## config.mk

```make
export PLATFORM = sky130hd
export DESIGN_NAME = spi_instr_decoder
export DESIGN_NICKNAME = d
export VERILOG_FILES = /design/src/rtl/spi_instr_decoder.sv
export SDC_FILE = /design/constraint.sdc
export NUM_CORES = 1
export LEC_CHECK = 0
export BUFFER_PORTS_ARGS = -buffer_cell sky130_fd_sc_hd__buf_2
export CORE_MARGIN = 5
export CORE_UTILIZATION = 38
export DETAILED_ROUTE_END_ITERATION = 6
export PLACE_DENSITY_LB_ADDON = 0.12
export SYNTH_ARGS = -nofsm -noshare
export SYNTH_HDL_FRONTEND = slang
export SYNTH_SLANG_ARGS = --single-unit
```

## constraint.sdc

```tcl
create_clock -name clk -period 1 [get_ports clk]
set_input_delay 0.2 -clock clk [delete_from_list [all_inputs] [get_ports clk]]
set_output_delay 0.2 -clock clk [all_outputs]
set_load 0.02 [all_outputs]
```

## src/rtl/spi_instr_decoder.sv

```systemverilog
// Turns two-byte SPI frames (setup byte, then data byte) into register-bank read/write strobes.
// Define SPI_DCD_ADDR_CHECK_EN to block accesses whose address is >= NUM_REGS.
module spi_instr_decoder #(
    parameter int ADDR_W   = 6,
    parameter int NUM_REGS = 64
) (
    input  logic              clk,
    input  logic              rst_n,
    input  logic              byte_sync,
    input  logic [7:0]        data_in,
    output logic [7:0]        data_out,
    output logic              read,
    output logic              write,
    output logic [ADDR_W-1:0] addr,
    input  logic [7:0]        data_read,
    output logic [7:0]        data_write
);

    typedef enum logic {
        S_SETUP,
        S_DATA
    } state_t;

`ifdef SPI_DCD_ADDR_CHECK_EN
    localparam bit ADDR_CHECK = 1'b1;
`else
    localparam bit ADDR_CHECK = 1'b0;
`endif

    state_t state_reg;
    logic   rw_reg;
    logic   illegal_reg;
    logic   ill_rd_reg;
    logic   setup_illegal;
    logic   unused_bits;

    assign setup_illegal = ADDR_CHECK && (int'({1'b0, data_in[ADDR_W-1:0]}) >= NUM_REGS);

    // Bit 6 and any bits above the address field carry no meaning.
    assign unused_bits = ^data_in;

    always_ff @(posedge clk or negedge rst_n) begin
        if (!rst_n) begin
            state_reg   <= S_SETUP;
            rw_reg      <= 1'b0;
            illegal_reg <= 1'b0;
            ill_rd_reg  <= 1'b0;
            read        <= 1'b0;
            write       <= 1'b0;
            addr        <= '0;
            data_write  <= 8'h00;
            data_out    <= 8'h00;
        end else begin
            read       <= 1'b0;
            write      <= 1'b0;
            ill_rd_reg <= 1'b0;

            // Read data is captured at the end of the strobe cycle, when the bank has settled.
            if (read) begin
                data_out <= data_read;
            end else if (ill_rd_reg) begin
                data_out <= 8'hFF;
            end

            if (byte_sync) begin
                case (state_reg)
                    S_SETUP: begin
                        state_reg   <= S_DATA;
                        rw_reg      <= data_in[7];
                        addr        <= data_in[ADDR_W-1:0];
                        illegal_reg <= setup_illegal;
                        if (!data_in[7]) begin
                            if (setup_illegal) begin
                                ill_rd_reg <= 1'b1;
                            end else begin
                                read <= 1'b1;
                            end
                        end
                    end
                    S_DATA: begin
                        state_reg <= S_SETUP;
                        if (rw_reg && !illegal_reg) begin
                            data_write <= data_in;
                            write      <= 1'b1;
                        end
                    end
                    default: state_reg <= S_SETUP;
                endcase
            end
        end
    end

endmodule

```

### Word level (Yosys, flattened, before mapping)

Cells that the tools add are included.

| operators by class | value |
|---|---|
| multiplexer cells | 8 |
| bitwise logic cells | 1 |
| reduce and logical (&&, ||, !) cells | 2 |

Operators with widths:

| cell | count |
|---|---|
| 8-bit two-way mux | 1 |
| 1-bit two-way mux | 6 |
| 3-bit AND reduction | 1 |
| 1-bit case mux with 2 select lines | 1 |
| 2-bit AND reduction | 1 |
| 1-bit inverter | 1 |

| storage, ports and cells | value |
|---|---|
| register bits after elaboration | 26 |
| word-level logic and storage cells | 18 |

### Depth between registers and ports, before layout

Gate-level depths: netlist of the first run.

| logic depth | value |
|---|---|
| depth in word-level cells | 3 |
| mapped depth | 2 |
| gate-level depth less buffers | 2 |

### Least setup slack after synthesis of the first run

Ideal clock, no wire load.

| timing path | value |
|---|---|
| kind | flip-flop to flip-flop |
| start point | reg read |
| end point | reg data_out[0] |
| setup time | 0.125 ns |
| arrival time | 0.981 ns |
| slack | -0.106 ns |
| stages on the path, launching flop included | 3 |
| clock period less this slack | 1.106 ns |
| path through | dfrtp_1 > buf_2 > mux2_2 |

RTL lines:

| element | line | RTL |
|---|---|---|
| start: declaration | 12 | `output logic read,` |
| start signal: assignment | 48 | `read <= 1'b0;` |
| start signal: assignment | 54 | `read <= 1'b0;` |
| start signal: assignment | 76 | `read <= 1'b1;` |
| end signal: assignment | 60 | `data_out <= data_read;` |
| end: declaration | 11 | `output logic [7:0] data_out,` |

No word-level cell between the ends.

### Final worst setup path of the first run

| timing path | value |
|---|---|
| start point | reg read |
| end point | out read |

No word-level cell between the ends.

==> results.yml, run 1 <==
outcome:
  status: "complete, but fails checks"
  violations: "setup timing"
hold_path:
  hp-class: "primary input to flop"
  holdPathStages: 2
  hp-start: "data_in[7]"
  min_to: "read"
floorplan:
  start_util: 0.393
  die_width_um: 60.2
  ios: 43
  core_area_mm2: 0.00243
  die_h_um: 60.2
  dieArea_mm2: 0.00362
  rows: 18
logic_synthesis:
  ys_seq_area_frac: 0.681
  synth_common_cells: "26 x dfrtp_1, 23 x mux2_2"
  synthCells: 56
  synth.avg_cell_area_um2: 17.1
  synth.top_cell.area_share: 0.681
  syn_nets: 75
  ys_types: 9
  yosysTopAreaCell: "dfrtp_1"
  async_flop_share: 1.00
  yosysWarnings: 0
  syn_area_um2: 956
  synth_most_common_cell: "dfrtp_1"
  synthTopCellsByArea: "dfrtp_1 68%, mux2_2 27%, nand3_2 1.0%"
  synth_enable_flop_cells: 0
  synth_ff_type: "dfrtp_1"
  ys_seq_elements: 26
route:
  first_iter_violations: 7
  wl_um: 2140
  num_vias: 679
  dr.pass1.iters: 2
  vias_per_cell: 4.75
  postRouteAntennaNets: 0
  drc: 0
  wl_per_cell_um: 15.0
final_layout:
  final_nets: 133
  diodes: 0
  drive_gt1_frac: 0.752
  area_growth_syn_to_layout_pct: 66.5
  final_core_util: 0.654
  reg.largest.list: "data_out: 8 flops, data_write: 8 flops, addr: 6 flops"
  fin_cells: 143
  num-fill-cells: 191
critical_path:
  critPathSlowestCell: "dfrtp_2"
  startpoint_type: "flop"
  endpoint_kind: "output port"
  reg2reg_depth: 2
  critical_path_arrival_ns: 0.91
  cp.required_ns: 0.80
  worstSetupPathType: "flop to output port"
  cp_max_fo: 2
  path_cells: "buf_6"
  crit_buf_inv: 1
  r2r-end: "addr[0]"
  crit_path_max_incr_delay_ns: 0.45
  regToRegStartpoint: "state_reg"
  r2r_slack_ns: -0.10
  critPathTopFamily: "flip-flops"
timing:
  rsz0062_at_grt: "yes"
  max_freq_mhz: 904
  maxSlewViolCount: 0
  period_minus_slack_ns: 1.11
  hold_slack_ns: 0.0690
  relSlewSlack: 0.625
  tightest_slew_ns: 0.562
  hold_viol_final: 0
  setup_tns_ns: -3.00
  fin_ws_ns: -0.107
  clock_skew_ns: 0.00983
  setup_violations: 40
  finalCritPeriodShare: 1.11
global_routing:
  grt_pass1_vias: 695
  antenna_found_initial: 0
  gr-total-overflow: 0
  grt_pass1_wl_um: 3200
  grt_usage: 0.124
  grt_max_degree: 27
cts:
  cts_buffers: 3
  clk_pin_slew_ns: 0.13
  clk_latency_ns: 0.33
  cts-root-buf: "clkbuf_4"
  cts.path.max_buffers: 2
  htreeDepth: 1
  cts_sinks: 26
  tritoncts: "yes"
power_and_ir_drop:
  p_leak_nw: 0.808
  p_total_mw: 5.64
  vdd_drop_max_mv: 2.15
  power_per_cell_area_mw_per_mm2: 3550
placed_design:
  io_buffers: 42
  place_inst: 130
  place_congestion: 0.647
job:
  maxCapViolations: 0
[power breakdown]
group / switching (mW) / internal (mW) / total [mW]
registers: 0.402 / 1.57 / 1.97
clock network: 0.311 / 0.406 / 0.716
logic: 1.14 / 1.81 / 2.95
[worst reg2reg max path, cell delays in order, from the launching register on]
cell,delay [ns]
dfrtp_2,0.48
nor2b_4,0.21
mux2_4,0.32
[stage by stage]
| stage | instance area (um^2) | worst slack (ns) |
|---|---|---|
| 2_1_floorplan | 1010 | -0.0462 |
| 3_3_place_gp | 1270 | -0.0806 |
| 3_5_place_dp | 1270 | -0.103 |
| 4_1_cts | 1530 | -0.116 |
| 5_1_grt | 1590 | -0.142 |
| 6_report | 1590 | -0.107 |
[cell type report]
| cell class | instances | area [um^2] | area share |
|---|---|---|---|
| flip-flops and latches | 26 | 653 | 0.410 |
| repair buffers | 54 | 460 | 0.289 |
| multi-input cells | 28 | 384 | 0.241 |
| well taps | 30 | 37.5 | 0.0236 |
| clock inverters | 1 | 30.0 | 0.0189 |
| clock buffers | 3 | 22.5 | 0.0142 |
| inverters | 1 | 3.75 | 0.00236 |
[cells in the final DEF (no fill, tap or decap), types with 2 or more instances in the layout]
cell and n:
mux2_2 5, buf_2 18, dfrtp_2 2, buf_4 10, mux2_4 18, dfrtp_1 24
buf_6 24, clkbuf_4 3
[cell families after synthesis]
kind of cell / share of synthesized area
flip-flops: 0.681
AND/OR/NAND/NOR: 0.0301
XOR/XNOR: 0.00916
buffers and inverters: 0.00915
multiplexers: 0.271
[layer usage]
layer,share of wire,vias up,track usage,routed length [um]
li1,-,308,-,-
met1,0.43,342,0.153,922
met2,0.48,25,0.199,1040
met3,0.067,4,0.0302,144
met4,0.017,0,0.0665,36
met5,0,-,0,0
[repair_timing]
item                       CTS  global route
hold endpoints to repair    26             0
pin swaps                    1             0
setup endpoints to repair   39            47
buffers inserted             5             3
gates resized for setup     49            11
hold buffers                 1             0
gates cloned                 0             0
[how the worst max path moves through the flow]
stage,from,end,depth (start not counted)
4_1_cts,state_reg,data_write[4],2
5_1_grt,state_reg,data_write[4],2
3_3_place_gp,state_reg,data_write[6],2
2_1_floorplan,state_reg,addr[0],2
6_report,read,read,1
3_5_place_dp,state_reg,data_write[7],2
(Power assumes the default switching activity.)
==> inputs of run 2 (changes only) <==
--- a/config.mk
+++ b/config.mk
@@ -7,9 +7,9 @@
 export LEC_CHECK = 0
 export BUFFER_PORTS_ARGS = -buffer_cell sky130_fd_sc_hd__buf_2
 export CORE_MARGIN = 5
-export CORE_UTILIZATION = 38
+export CORE_UTILIZATION = 40
 export DETAILED_ROUTE_END_ITERATION = 6
-export PLACE_DENSITY_LB_ADDON = 0.12
+export PLACE_DENSITY_LB_ADDON = 0.25
 export SYNTH_ARGS = -nofsm -noshare
 export SYNTH_HDL_FRONTEND = slang
 export SYNTH_SLANG_ARGS = --single-unit
==> run 2 against run 1 <==
Effect of this change: the run still ends with setup timing left; highest routed layer unchanged; setup slack better by 0.011 ns; first-iteration DRC count fell by 29%; register-to-register slack about the same; wire length grew 3.9%; final area increased by 0.86%; hold slack lost 0.0054 ns; critical path depth increased by 1; clock power down 43%; maximum frequency increased by 0.99%; final cell count up 0.70%; flip-flop and latch count did not move.
==> results.yml, run 2 (synthesized netlist as in run 1, its figures left out) <==
cts:
  tritoncts: "yes"
  cts_sinks: 26
  cts-root-buf: "clkbuf_4"
  htreeDepth: 1
  clk_latency_ns: 0.30
  clk_pin_slew_ns: 0.12
  cts.path.max_buffers: 2
  cts_buffers: 3
floorplan:
  ios: 43
  start_util: 0.424
  dieArea_mm2: 0.00347
  core_area_mm2: 0.00225
  die_h_um: 58.9
  die_width_um: 58.9
  rows: 17
critical_path:
  startpoint: "state_reg"
  worstSetupPathType: "flop to flop"
  regToRegStartpoint: "state_reg"
  crit_path_end: "addr[2]"
  critical_path_arrival_ns: 1.30
  critPathSlowestCell: "dfrtp_2"
  cp_max_fo: 4
  r2r_slack_ns: -0.1
  reg2reg_depth: 2
  startpoint_type: "flop"
  endpoint_kind: "flop"
  cp.required_ns: 1.20
  r2r-end: "addr[2]"
  crit_path_max_incr_delay_ns: 0.47
  path_cells: "nor2b_4 -> mux2_4"
final_layout:
  layout_common_cells: "24 x dfrtp_1, 24 x buf_6, 19 x mux2_4"
  reg.largest.list: "data_out: 8 flops, data_write: 8 flops, addr: 6 flops"
  final_nets: 137
  fin_area_mm2: 0.00161
  drive_gt1_frac: 0.759
  fin_cells: 144
  num-fill-cells: 165
  diodes: 0
  area_growth_syn_to_layout_pct: 67.9
global_routing:
  antenna_found_initial: 0
  grt_pass1_vias: 735
  grt_pass1_wl_um: 3380
  gr-total-overflow: 0
  grt_max_degree: 15
  grt_usage: 0.132
route:
  first_iter_violations: 5
  drc: 0
  num_vias: 669
  wl_per_cell_um: 15.4
  dr.pass1.iters: 2
  vias_per_cell: 4.65
  wl_um: 2220
  postRouteAntennaNets: 0
placed_design:
  place_area_mm2: 0.00128
  place_congestion: 0.633
  place_inst: 128
  io_buffers: 42
  hpwl_um: 1510
  place_ws_ns: -0.0918
timing:
  setup_tns_ns: -2.20
  max_freq_mhz: 912
  fin_ws_ns: -0.0960
  clock_skew_ns: 0.000814
  setup_violations: 41
  tightest_slew_ns: 0.344
  rsz0062_at_grt: "yes"
  hold_viol_final: 0
  period_minus_slack_ns: 1.10
  finalCritPeriodShare: 1.10
  maxSlewViolCount: 0
  relSlewSlack: 0.771
power_and_ir_drop:
  pwr-share-seq: 0.359
  power_per_cell_area_mw_per_mm2: 3420
  swShare: 0.340
  combinationalPowerShare: 0.567
  power_switching_mw: 1.86
  cellInternalPower_mw: 3.63
  vdd_drop_max_mv: 2.10
  p_leak_nw: 0.822
  clkPwrFrac: 0.074
job:
  maxCapViolations: 0
hold_path:
  hp-class: "primary input to flop"
outcome:
  violations: "setup timing"
  status: "complete, but fails checks"
run 2: cell type report:
type / count / area [um^2] / area share
Clock buffer: 3 / 22.5 / 0.0140
Timing Repair Buffer: 58 / 503 / 0.313
Tap cell: 28 / 35.0 / 0.0218
Sequential cell: 26 / 653 / 0.407
Multi-Input combinational cell: 28 / 388 / 0.242
Inverter: 1 / 3.75 / 0.00234
run 2: power groups by stage:
stage               logic, mW  registers [mW]  clock network, mW
floorplan               0.757            2.47                  0
global placement         2.01            1.87                  0
detailed placement       2.05            1.89                  0
CTS                      2.86            1.96              0.428
global route             3.27            2.04              0.478
finish                   3.11            1.97              0.407
run 2: metal layers:
layer	global-route usage	vias to the layer above	share of wire
li1	-	316	-
met1	0.161	325	0.39
met2	0.226	26	0.53
met3	0.0307	2	0.078
met4	0.0485	0	0.0059
met5	0	-	0
run 2: repair_timing:
action / CTS / global route
endpoints found under the setup margin: 39 / 47
endpoints found under the hold margin: 13 / 0
gates resized for setup: 49 / 12
hold buffers: 1 / 0
buffers inserted: 7 / 6
pin swaps: 0 / 1
run 2: per-stage QoR:
step	hold slack (ns)	util	power, mW
after floorplan	-0.0956	-	3.22
final	0.0636	0.712	5.49
after CTS	0.0548	0.676	5.25
after global placement	0.123	0.569	3.88
after global routing	0.0420	0.712	5.79
after detailed placement	0.124	0.569	3.95
run 2: worst min-delay path by stage:
stage / cells past startpoint / slack, ns / from / to
floorplan: 0 / -0.1 / rst_n / addr[0]
global placement: 1 / 0.12 / rst_n / data_out[3]
detailed placement: 1 / 0.12 / rst_n / data_out[0]
CTS: 2 / 0.05 / data_in[7] / read
global route: 2 / 0.04 / data_in[7] / read
finish: 2 / 0.06 / data_in[7] / read
run 2: critical path, delay by kind of cell (launching register included):
kind	cells	cell delay [ns]
AND/OR/NAND/NOR	1	0.21
multiplexers	1	0.31
flip-flops	1	0.47
